`config.mk`:
```
export PLATFORM = sky130hd
export DESIGN_NAME = fetch_sequencer
export DESIGN_NICKNAME = d
export VERILOG_FILES = /design/src/rtl/fetch_sequencer.sv
export SDC_FILE = /design/constraint.sdc
export NUM_CORES = 1
export LEC_CHECK = 0
export BUFFER_PORTS_ARGS = -buffer_cell sky130_fd_sc_hd__buf_2
export CORE_MARGIN = 3
export CORE_UTILIZATION = 40
export CTS_BUF_LIST = sky130_fd_sc_hd__clkbuf_16
export CTS_CLUSTER_SIZE = 24
export DETAILED_ROUTE_END_ITERATION = 12
export SYNTH_ARGS = -nofsm -noshare
export SYNTH_HDL_FRONTEND = slang
export SYNTH_SLANG_ARGS = --single-unit
```
`constraint.sdc`:
```
create_clock -name Clock -period 2.6 [get_ports Clock]
set_clock_uncertainty 0.1 [all_clocks]
set_input_delay 0.26 -clock Clock [delete_from_list [all_inputs] [get_ports Clock]]
set_output_delay 0.26 -clock Clock [all_outputs]
set_load 0.02 [all_outputs]
```
`src/rtl/fetch_sequencer.sv`:
```
// fetch_sequencer
//   Owns the program counter for the processor core and drives its DIN/Run
//   inputs. A run starts at address 0 and walks to a latched end address,
//   issuing one Run pulse per instruction and waiting for the core's Done.
//   It supports free-running or single-step execution, a Halt request that
//   takes effect at the next instruction boundary, and a watchdog on Done.
//
// Ports
//   Clock       rising-edge clock
//   Reset       synchronous active-high reset
//   Start       pulse: begin a run at address 0 (ignored while Busy)
//   Halt        stop at the next instruction boundary
//   StepMode    1 = pause after every instruction
//   StepGo      pulse: leave PAUSE and fetch the next instruction
//   EndAddr     last program address, sampled on an accepted Start
//   Done        instruction-complete from the core
//   Addr        instruction address to the core (the PC)
//   Run         one-cycle start strobe to the core
//   Busy        high outside IDLE / FINISH / ERROR
//   Finished    sticky: program reached EndAddr
//   Timeout     sticky: watchdog expired waiting for Done
//   InstrCount  instructions retired since the last accepted Start (saturating)

module fetch_sequencer #(
  parameter int ADDR_W  = 5,
  parameter int ROM_LAT = 1,
  parameter int TIMEOUT = 15,
  parameter int CNT_W   = 16
) (
  input  logic              Clock,
  input  logic              Reset,
  input  logic              Start,
  input  logic              Halt,
  input  logic              StepMode,
  input  logic              StepGo,
  input  logic [ADDR_W-1:0] EndAddr,
  input  logic              Done,
  output logic [ADDR_W-1:0] Addr,
  output logic              Run,
  output logic              Busy,
  output logic              Finished,
  output logic              Timeout,
  output logic [CNT_W-1:0]  InstrCount
);

  localparam int                LAT_W      = (ROM_LAT > 1) ? $clog2(ROM_LAT) : 1;
  localparam logic [LAT_W-1:0]  LAT_LAST   = LAT_W'(ROM_LAT - 1);
  localparam int                WAIT_W     = $clog2(TIMEOUT + 1);
  localparam logic [WAIT_W-1:0] WAIT_LIMIT = WAIT_W'(TIMEOUT);

  typedef enum logic [2:0] {
    IDLE, FETCH, ISSUE, WAIT, ADVANCE, PAUSE, FINISH, ERROR
  } state_t;

  state_t              state;
  logic [ADDR_W-1:0]   pc;
  logic [ADDR_W-1:0]   end_q;
  logic                halt_q;
  logic [LAT_W-1:0]    lat_cnt;
  logic [WAIT_W-1:0]   wait_cnt;
  logic [WAIT_W-1:0]   wait_next;

  assign Addr      = pc;
  assign wait_next = wait_cnt + 1'b1;

  always_ff @(posedge Clock) begin
    if (Reset) begin
      state      <= IDLE;
      pc         <= '0;
      end_q      <= '0;
      halt_q     <= 1'b0;
      lat_cnt    <= '0;
      wait_cnt   <= '0;
      Run        <= 1'b0;
      Busy       <= 1'b0;
      Finished   <= 1'b0;
      Timeout    <= 1'b0;
      InstrCount <= '0;
    end else begin
      Run <= 1'b0;

      // Halt never aborts an instruction; it is only remembered here and
      // acted on in ADVANCE once the core has reported Done.
      if ((state == FETCH || state == ISSUE || state == WAIT) && Halt)
        halt_q <= 1'b1;

      case (state)
        IDLE, FINISH, ERROR: begin
          if (Start) begin
            pc         <= '0;
            end_q      <= EndAddr;
            halt_q     <= 1'b0;
            lat_cnt    <= '0;
            Finished   <= 1'b0;
            Timeout    <= 1'b0;
            InstrCount <= '0;
            Busy       <= 1'b1;
            state      <= FETCH;
          end
        end

        FETCH: begin
          if (lat_cnt == LAT_LAST) begin
            Run      <= 1'b1;
            wait_cnt <= '0;
            state    <= ISSUE;
          end else begin
            lat_cnt <= lat_cnt + 1'b1;
          end
        end

        ISSUE: state <= WAIT;

        WAIT: begin
          // Done takes priority over a watchdog expiry in the same cycle.
          if (Done) begin
            state <= ADVANCE;
          end else if (wait_next == WAIT_LIMIT) begin
            Timeout <= 1'b1;
            Busy    <= 1'b0;
            state   <= ERROR;
          end else begin
            wait_cnt <= wait_next;
          end
        end

        ADVANCE: begin
          if (InstrCount != '1)
            InstrCount <= InstrCount + 1'b1;
          if (pc == end_q) begin
            Finished <= 1'b1;
            Busy     <= 1'b0;
            state    <= FINISH;
          end else if (halt_q) begin
            pc     <= pc + 1'b1;
            halt_q <= 1'b0;
            Busy   <= 1'b0;
            state  <= IDLE;
          end else if (StepMode) begin
            pc    <= pc + 1'b1;
            state <= PAUSE;
          end else begin
            pc      <= pc + 1'b1;
            lat_cnt <= '0;
            state   <= FETCH;
          end
        end

        PAUSE: begin
          if (Halt) begin
            Busy  <= 1'b0;
            state <= IDLE;
          end else if (StepGo) begin
            lat_cnt <= '0;
            state   <= FETCH;
          end
        end

        default: begin
          Busy  <= 1'b0;
          state <= IDLE;
        end
      endcase
    end
  end

endmodule

```
==> summary.md <==
| Metric | Value |
|---|---|
| Global placer's final weighted congestion | `0.854` |
| Post-synthesis sequential element count | `38` |
| Wire length of the first global-routing pass | `8.83 mm` |
| Clk slew on worst S/H paths | `60 ps` |
| Synth area leader | `dfxtp_1` |
| Die area | `6230 um2` |
| Yosys top cell area share | `0.358` |
| Proportion of synthesized flip-flops having asynchronous set or reset | `0` |
| X dimension of the die | `78.9 um` |
| Avg Inst Size Synth | `7.82 um2` |
| Slew Limit Headroom | `0.441` |
| RSZ-0062 raised after global routing | `false` |
| Post-route worst hold slack | `115 ps` |
| Vias per std cell | `5.46` |
| Cell area after synthesis | `2130 um2` |
| Share of the core filled with cells | `0.514` |
| Post-Layout Inst Area | `2540 um2` |
| Number of global-route vias before repair | `1851` |
| Number of setup buffers added after CTS | `0` |
| Starting density of the core | `0.430` |
| Number of vias after detailed routing | `2035` |
| Worst flop-to-flop path startpoint | `state[0]$_SDFFE_PP0P_` |
| Worst-case reg-to-reg path depth | `5` |
| Antenna Diode Count | `0` |
| Cell chain of the critical path | `or3b_1, and4b_1, and2_1, o21ai_0, a21oi_1` |
| Hold Path Depth | `3` |
| Clock buffers created by TritonCTS | `5` |
| Maximum number of pins on one net before global-route repair | `23` |
| Worst Setup SP | `state[0]$_SDFFE_PP0P_` |
| Overall die height | `78.9 um` |
| Max Fclk | `446 MHz` |
| Most common cell after layout, fill and taps aside | `dfxtp_1` |
| Standard-cell row count | `25` |
| Number of endpoints with negative hold slack in the final report | `0` |
| Kind of start point of the critical path | `register` |
| Post-cts resize count | `0` |
| Count of final max-slew check failures | `0` |
| Clk buf depth | `2` |
| Areal power density over the cells | `895 nW/um2` |
| Flip-flop cell with the highest count after synthesis | `dfxtp_1` |
| Insertion delay of the later-clocked pin in the worst-skew pair | `280 ps` |
| Number of nets produced by synthesis | `288` |
| Total number of H-tree levels | `2` |
| Sequential cell area fraction in the yosys report | `0.358` |
| Final Setup Violations | `0` |
| Cell with the largest stage delay on the worst path | `or3b_1` |
| Area of the core region | `4940 um2` |
| VDD IR max | `0.000425 V` |
| Category of the worst setup path capture point | `register` |
| Final Routed Wirelength | `5.06 mm` |
| Cells after Synth | `272` |
| Result of the run | `finished, final reports clean` |
| Area Overhead vs Synth | `19.5%` |
| Number of top-level design ports | `37` |
| Max_cap viols | `0` |
| Number of search-and-repair iterations in the first detailed-routing pass | `4` |
| Post-detailed-placement half-perimeter wirelength | `3.68 mm` |
| Worst reg-to-reg setup slack | `360 ps` |
| Number of distinct library cells after synthesis | `53` |
| Pin slew with the least headroom to its limit | `831 ps` |
| Cell area after placement | `2350 um2` |
| Post-route DRC | `0` |
| Summed negative setup slack over all endpoints | `0 ps` |
| Top area cells in the synthesized netlist | `dfxtp_1 (36%), a21oi_1 (7.1%), nand2_1 (5.5%)` |
| Post-route minimum period | `2240 ps` |
| Remaining number of nets flagged by the antenna check after routing | `0` |
| Number of enable-type register cells in the synthesized netlist | `0` |
| Number of DRC markers after the initial detailed-route iteration | `188` |
| Nets@finish | `321` |
| Overall global routing resource usage | `0.175` |
| CTS tree | `yes` |
| Max FO, Critical Path | `14` |
| Worst min path class | `in2reg` |
| Crit path DAT | `2350 ps` |
| Commonest cells after routing, fill and taps aside | `dfxtp_1 (38), buf_2 (36), nand2_1 (31)` |
| CTS Hold Bufs | `0` |
| Syn. warnings | `0` |
| Number of sinks on the clock net | `38` |
| Number of input and output port buffers inserted | `36` |
| DR WL/cell | `13.6 um` |
| Initial antenna violation count | `0` |
| Worst EP required | `2710 ps` |
| Max stage delay on crit path | `520 ps` |
| Clock root buffer | `clkbuf_16` |
| Final clock period utilization by the worst path | `0.862` |
| Crit path kind | `reg2reg` |
| Ratio of cells with drive above 1 in the final layout | `0.176` |
| GR Overflow Total | `0` |
| Reported leakage power | `1.01 nW` |
| Source of the worst hold timing path | `EndAddr[0]` |
through the flow:
step	std cells	total power, W	setup WS, ps
after floorplan	272	0.00131	585
after global placement	365	0.00150	464
after detailed placement	365	0.00150	408
after CTS	373	0.00229	378
after global routing	373	0.00243	128
final	373	0.00227	360
metal layers:
metal,part of all wire,vias to the layer above,GRT usage
met5,0,-,0
met4,0.012,0,0.0601
met3,0.061,7,0.0363
met2,0.43,51,0.257
met1,0.50,931,0.254
li1,-,1046,-
path summary, 6_finish.rpt:
path / to
setup / recovery: InstrCount[9]$_SDFFE_PP0P_
hold / removal: end_q[0]$_SDFFE_PP0P_
setup reg to reg: InstrCount[9]$_SDFFE_PP0P_
hold reg to reg: end_q[2]$_SDFFE_PP0P_
power breakdown:
group	total, W	leakage [nW]	internal [W]	switching [W]
logic	0.000767	0.615	0.000286	0.000482
clock network	0.000778	0.0915	0.000546	0.000232
registers	0.000729	0.308	0.000651	0.0000783
critical path: cells and delay by family (launching register included):
kind | cells | cell delay (ps)
AND/OR/NAND/NOR | 3 | 1350
flip-flops | 1 | 430
AO/OA/AOI/OAI | 2 | 280
final cells by class:
cell class | instances | area (um2)
Timing Repair Buffer | 41 | 218
Multi-Input combinational cell | 213 | 1270
Tap cell | 67 | 83.8
Clock buffer | 5 | 125
Sequential cell | 38 | 761
Fill cell | 532 | 2400
Clock inverter | 3 | 63.8
Inverter | 6 | 22.5
cells by family (layout without fill, tap and decap cells):
family	Yosys count	after routing	share of synthesized area
xor+xnor	14	14	0.0577
fa+ha+maj	4	4	0.0235
compound gates	68	68	0.202
buf+inv	21	55	0.0465
flops	38	38	0.358
simple gates	126	126	0.308
mux	1	1	0.00471
flip-flops by register name (all words and copies together), names as in the netlist:
signal / cells
Busy: 1
end_q: 5
Finished: 1
Addr: 5
InstrCount: 16
state: 3
Timeout: 1
wait_cnt: 4
Run: 1
halt_q: 1
cells in the mapped netlist, types with 3 or more instances:
master	number
buf_2	4
nand2_1	31
nor3_1	5
nand4_1	3
inv_1	6
clkbuf_1	7
ha_1	4
xnor2_1	10
dfxtp_1	38
a211oi_1	3
nor4_1	4
and3_1	8
or3_1	4
nor2_1	28
xor2_1	4
nand2b_1	7
o211ai_1	4
o21ai_0	10
or4_1	5
or2_2	3
and2_1	3
a21oi_1	30
nand3_1	13
(Power assumes the default switching activity.)
